$ cat src/rtl/circuito_jogo_param.sv
// Sequence-memory game controller: the player repeats a growing button sequence.
// Optional per-action timeout is enabled by defining JOGO_TIMEOUT_EN.
module circuito_jogo_param #(
  parameter int N_BOTOES       = 4,
  parameter int N_RODADAS      = 16,
  parameter int TIMEOUT_CICLOS = 3000,
  localparam int AW            = $clog2(N_RODADAS)
) (
  input  logic                clock,
  input  logic                reset,
  input  logic                jogar,
  input  logic [N_BOTOES-1:0] botoes,
  output logic [N_BOTOES-1:0] leds,
  output logic                ganhou,
  output logic                perdeu,
  output logic                pronto,
  output logic [3:0]          db_estado,
  output logic [AW-1:0]       db_rodada,
  output logic [AW-1:0]       db_contagem,
  output logic                db_igual,
  output logic                db_timeout
);

  typedef enum logic [3:0] {
    st_inicial        = 4'h0,
    st_preparacao     = 4'h1,
    st_espera_jogada  = 4'h2,
    st_compara        = 4'h3,
    st_proxima_jogada = 4'h4,
    st_espera_nova    = 4'h5,
    st_grava          = 4'h6,
    st_proxima_rodada = 4'h7,
    st_fim_ganhou     = 4'hA,
    st_fim_timeout    = 4'hD,
    st_fim_perdeu     = 4'hE
  } estado_t;

  estado_t             estado, estado_next;
  logic [AW-1:0]       rodada, contagem;
  logic [N_BOTOES-1:0] jogada_reg;
  logic                algum_prev;
  logic                jogada, expira, aguardando;
  logic                limpa, inc_contagem, inc_rodada, grava_en;
  logic                igual_mem, um_quente;
  logic [N_BOTOES-1:0] mem [N_RODADAS];

  assign jogada     = (|botoes) & ~algum_prev;
  assign aguardando = (estado == st_espera_jogada) || (estado == st_espera_nova);
  assign igual_mem  = (jogada_reg == mem[contagem]);
  assign um_quente  = (jogada_reg != '0) && ((jogada_reg & (jogada_reg - 1'b1)) == '0);

`ifdef JOGO_TIMEOUT_EN
  localparam int TW = (TIMEOUT_CICLOS > 2) ? $clog2(TIMEOUT_CICLOS) : 1;
  logic [TW-1:0] timer;
  logic          timeout_flag;

  assign expira     = aguardando && (timer == TW'(TIMEOUT_CICLOS - 1));
  assign db_timeout = timeout_flag;

  // Timer restarts on any state change (covers every state entry) and on each jogada.
  always_ff @(posedge clock or negedge reset) begin
    if (!reset) begin
      timer        <= '0;
      timeout_flag <= 1'b0;
    end else begin
      if (limpa || (estado_next != estado) || jogada) timer <= '0;
      else if (aguardando)                            timer <= timer + 1'b1;
      if (limpa)       timeout_flag <= 1'b0;
      else if (expira) timeout_flag <= 1'b1;
    end
  end
`else
  assign expira     = 1'b0;
  assign db_timeout = 1'b0;
`endif

  always_ff @(posedge clock or negedge reset) begin
    if (!reset) begin
      estado     <= st_inicial;
      rodada     <= '0;
      contagem   <= '0;
      jogada_reg <= '0;
      algum_prev <= 1'b0;
    end else begin
      estado     <= estado_next;
      algum_prev <= |botoes;
      if (jogada && !expira) jogada_reg <= botoes;
      if (limpa) begin
        rodada   <= '0;
        contagem <= '0;
      end else if (inc_rodada) begin
        rodada   <= rodada + 1'b1;
        contagem <= '0;
      end else if (inc_contagem) begin
        contagem <= contagem + 1'b1;
      end
    end
  end

  // Sequence memory intentionally keeps its contents across reset.
  always_ff @(posedge clock) begin
    if (grava_en) mem[rodada] <= jogada_reg;
  end

  always_comb begin
    estado_next  = estado;
    limpa        = 1'b0;
    inc_contagem = 1'b0;
    inc_rodada   = 1'b0;
    grava_en     = 1'b0;
    case (estado)
      st_inicial:        if (jogar) estado_next = st_preparacao;
      // Round counter is cleared here, so the game always opens by recording a new jogada.
      st_preparacao: begin
        limpa       = 1'b1;
        estado_next = st_espera_nova;
      end
      st_espera_jogada: begin
        if (expira)      estado_next = st_fim_timeout;
        else if (jogada) estado_next = st_compara;
      end
      st_compara: begin
        if (igual_mem && um_quente)
          estado_next = (contagem == rodada - 1'b1) ? st_espera_nova : st_proxima_jogada;
        else
          estado_next = st_fim_perdeu;
      end
      st_proxima_jogada: begin
        inc_contagem = 1'b1;
        estado_next  = st_espera_jogada;
      end
      st_espera_nova: begin
        if (expira)      estado_next = st_fim_timeout;
        else if (jogada) estado_next = st_grava;
      end
      st_grava: begin
        if (um_quente) begin
          grava_en    = 1'b1;
          estado_next = (rodada == AW'(N_RODADAS - 1)) ? st_fim_ganhou : st_proxima_rodada;
        end else begin
          estado_next = st_fim_perdeu;
        end
      end
      st_proxima_rodada: begin
        inc_rodada  = 1'b1;
        estado_next = st_espera_jogada;
      end
      st_fim_ganhou, st_fim_timeout, st_fim_perdeu:
        if (jogar) estado_next = st_preparacao;
      default: estado_next = st_inicial;
    endcase
  end

  assign leds        = jogada_reg;
  assign ganhou      = (estado == st_fim_ganhou);
  assign perdeu      = (estado == st_fim_perdeu) || (estado == st_fim_timeout);
  assign pronto      = ganhou || perdeu;
  assign db_estado   = estado;
  assign db_rodada   = rodada;
  assign db_contagem = contagem;
  assign db_igual    = (estado == st_compara) && igual_mem && um_quente;

endmodule

$ cat config.mk
export PLATFORM = sky130hd
export DESIGN_NAME = circuito_jogo_param
export DESIGN_NICKNAME = d
export VERILOG_FILES = /design/src/rtl/circuito_jogo_param.sv
export SDC_FILE = /design/constraint.sdc
export NUM_CORES = 1
export LEC_CHECK = 0
export CORE_AREA = 2 2 102 104
export CTS_CLUSTER_SIZE = 16
export DETAILED_ROUTE_END_ITERATION = 12
export DIE_AREA = 0 0 104 106
export PLACE_DENSITY_LB_ADDON = 0.12
export SYNTH_ARGS = -nofsm -noshare
export SYNTH_HDL_FRONTEND = slang
export SYNTH_SLANG_ARGS = --single-unit
$ cat constraint.sdc
create_clock -name clock -period 5.45 [get_ports clock]
set_input_delay 0.545 -clock clock [delete_from_list [all_inputs] [get_ports clock]]
set_output_delay 0.545 -clock clock [all_outputs]
set_load 0.005 [all_outputs]
==> run metrics <==
share of cells above drive strength 1=0.0876; wire length per cell=17.7 um; largest net degree at the start of global routing=26; CP Launch Type=flip-flop; post-detail-place hpwl=5680 um; worst clock skew=0.0105 ns; Die X=104 um; combinational share of power=0.313; Final #Nets=339; Post-Syn Nets=318; PnR worst setup slack=1.28 ns; Seq cells post-synth=81; GRT Total Usage=0.160; final max-slew violation count=0; TritonCTS clock tree=built; DP Worst Slack=1.66 ns; CTS sink cnt=81; Yosys cell types=51; cells after synthesis=305; Post-DRT Antenna Nets=0; reg2reg path depth=6; Vias per Instance=5.19; delay-heaviest family, CP=multiplexers; placement-stage cell area=4250 um^2; minimum clock period=4.17 ns; Syn-to-layout area delta=15.1%; total power=2.05 mW; fill cell count=946; CTS Buffer Depth=2; row count=37; # setup viols final=0; Root Buffer=clkbuf_8; area of the multi-input gates=1410 um^2; ys flop type=edfxtp_1; CP Data Required Time=4.91 ns; Register Area=2350 um^2; Rel. slew slack=0.448; crit path max-delay cell type=dfrtp_2; # Max-Cap Violations=0; Die ar.=11000 um^2; Worst Hold Class=flip-flop to flip-flop; DR pass1 iterations=4; leading area contributor after synthesis=edfxtp_1; CP arrival=3.63 ns; status=finished, final reports clean; initial drt markers=104; sequential fraction of the synthesis area=0.605; post-synth top area share=0.495; Peak VDD IR=0.000226 V; Worst path depth=8; Crit Path Class=flip-flop to output port; synthesis warning total=0; RD Place Congestion=0.813; final worst-path cycle share=0.766; asr flop ratio synth=0.210; Post-synth EDFFs=64; synthesized cell area=3880 um^2; number of global-route vias before repair=2405; number of cells on the worst hold path=1; die extent in y=106 um; Post-CTS Repair Setup Buffers=0; Seq pwr share=0.453; Worst-Skew Late Latency=0.35 ns; Leak=1.56 nW; total core area=10000 um^2; TNS Setup=0 ns; number of cells upsized or downsized after cts=0; Critical Path End Type=output port; total vias in the final route=2426; antenna violations before repair=0; crit-path cells=mux4_2 > mux2_2 > or3b_1 > a211oi_1 > nor2_1 > a21oi_2 > and2b_1 > clkdlybuf4s50_1; first-pass GRT wire length=13400 um; RSZ-0062 raised after global routing=false; Num CTS Buffers=9; worst hold slack=0.548 ns; IO Pins=28; worst-margin pin slew=0.825 ns; Worst path max stage delay=0.81 ns; Syn Area/Cell=12.7 um^2; Psw=0.717 mW; number of H-tree levels=3; Bufs and invs on worst path=1; final instance area=4460 um^2; drt drc=0; grt total ovfl=0; switching fraction of total power=0.349; Initial Utilization=0.388; ANT cells=0; final wirelength=8270 um; CP max FO=23; max frequency=240 MHz; FF-to-FF setup slack=2.33 ns; synth top area cells=edfxtp_1, dfrtp_1, mux2i_1, o21ai_0, mux4_2; Reg clk slew, reported paths=0.09 ns; CTS Hold Bufs=0; Clock power frac=0.235; Hold Vio Cnt, Final=0; P per Cell Area=460 nW/um^2; internal power=1.34 mW; PortBufs=26
[placed cells by master (no fill, tap or decap), types with 3 or more instances in the layout]
cell type / instances
a211oi_1: 3
a21boi_0: 3
a21oi_1: 6
a221oi_1: 5
a22o_1: 7
a22oi_1: 4
and2_1: 13
and4_1: 3
buf_4: 3
clkbuf_8: 9
clkdlybuf4s50_1: 26
dfrtp_1: 16
edfxtp_1: 64
ha_1: 6
inv_1: 10
mux2i_1: 25
mux4_2: 4
nand2_1: 23
nand3_1: 8
nand4_1: 3
nor2_1: 10
nor2b_1: 4
nor3_1: 7
o21ai_0: 18
or2_2: 3
xnor2_1: 8
xor2_1: 4
[final cells by class]
cell class	instances	area share
clock inverters	7	0.0207
repair buffers	29	0.0633
clock buffers	9	0.0277
well taps	136	0.0381
inverters	10	0.00841
multi-input cells	195	0.316
flip-flops and latches	81	0.526
[cells by family (layout without fill, tap and decap cells)]
group	Yosys count	after routing	synth area share
other	1	1	0.000967
buffers and inverters	29	55	0.0316
XOR/XNOR	12	12	0.0271
adder cells (fa/ha/maj)	6	6	0.0194
AO/OA/AOI/OAI	57	57	0.0997
AND/OR/NAND/NOR	88	88	0.123
flip-flops	81	81	0.605
multiplexers	31	31	0.0935
[synthesized netlist by cell type, drive strengths merged (8+ instances only)]
| master | number |
|---|---|
| and2 | 13 |
| o21ai | 19 |
| nor2 | 10 |
| edfxtp | 64 |
| xnor2 | 8 |
| nand2 | 23 |
| mux2i | 25 |
| clkbuf | 12 |
| inv | 10 |
| dfrtp | 17 |
| nand3 | 8 |
[worst paths after layout]
kind                                            start                    endpoint
max                        db_contagem[0]$_DFFE_PN0P_                    db_igual
min                              algum_prev$_DFF_PN0_         leds[2]$_DFFE_PN0P_
max reg2reg                       leds[0]$_DFFE_PN0P_         mem[8][3]$_DFFE_PP_
min reg2reg                      algum_prev$_DFF_PN0_         leds[2]$_DFFE_PN0P_
max in group asynchronous                       reset  db_contagem[0]$_DFFE_PN0P_
min in group asynchronous                       reset        algum_prev$_DFF_PN0_
[stage by stage]
| step | cells | utilization |
|---|---|---|
| 2_1_floorplan | 305 | - |
| 3_5_place_dp | 451 | 0.425 |
| 3_3_place_gp | 451 | 0.425 |
| 5_1_grt | 467 | 0.446 |
| 6_report | 467 | 0.446 |
| 4_1_cts | 467 | 0.446 |
[worst register-to-register path, stage by stage, from the launching register on]
cell and delay [ns]:
dfrtp_1 0.68, or4b_2 0.74, o21ai_1 0.33, nor3b_1 0.49
nand2_1 0.10, nor2_1 0.17, and2_1 0.30
[flip-flops by register name, indices dropped and copies added (netlist names)]
name and cells:
mem 64, db_contagem 4, db_estado 4, db_rodada 4
leds 4, algum_prev 1
[power by group through the flow]
stage	sequential, mW	clock [mW]	combinational (mW)
finish	0.930	0.482	0.642
global route	0.953	0.522	0.719
CTS	0.933	0.497	0.653
detailed placement	0.946	0	0.648
global placement	0.948	0	0.645
floorplan	0.818	0	0.532
[routing by layer]
| layer | vias up | track usage | wire [um] | share of wire |
|---|---|---|---|---|
| li1 | 1178 | - | - | - |
| met1 | 1199 | 0.210 | 3820 | 0.46 |
| met2 | 47 | 0.269 | 4120 | 0.50 |
| met3 | 2 | 0.0380 | 287 | 0.035 |
| met4 | 0 | 0.0405 | 34 | 0.0041 |
| met5 | - | 0 | 0 | 0 |
Note: power is estimated with default switching activity, not from simulation.
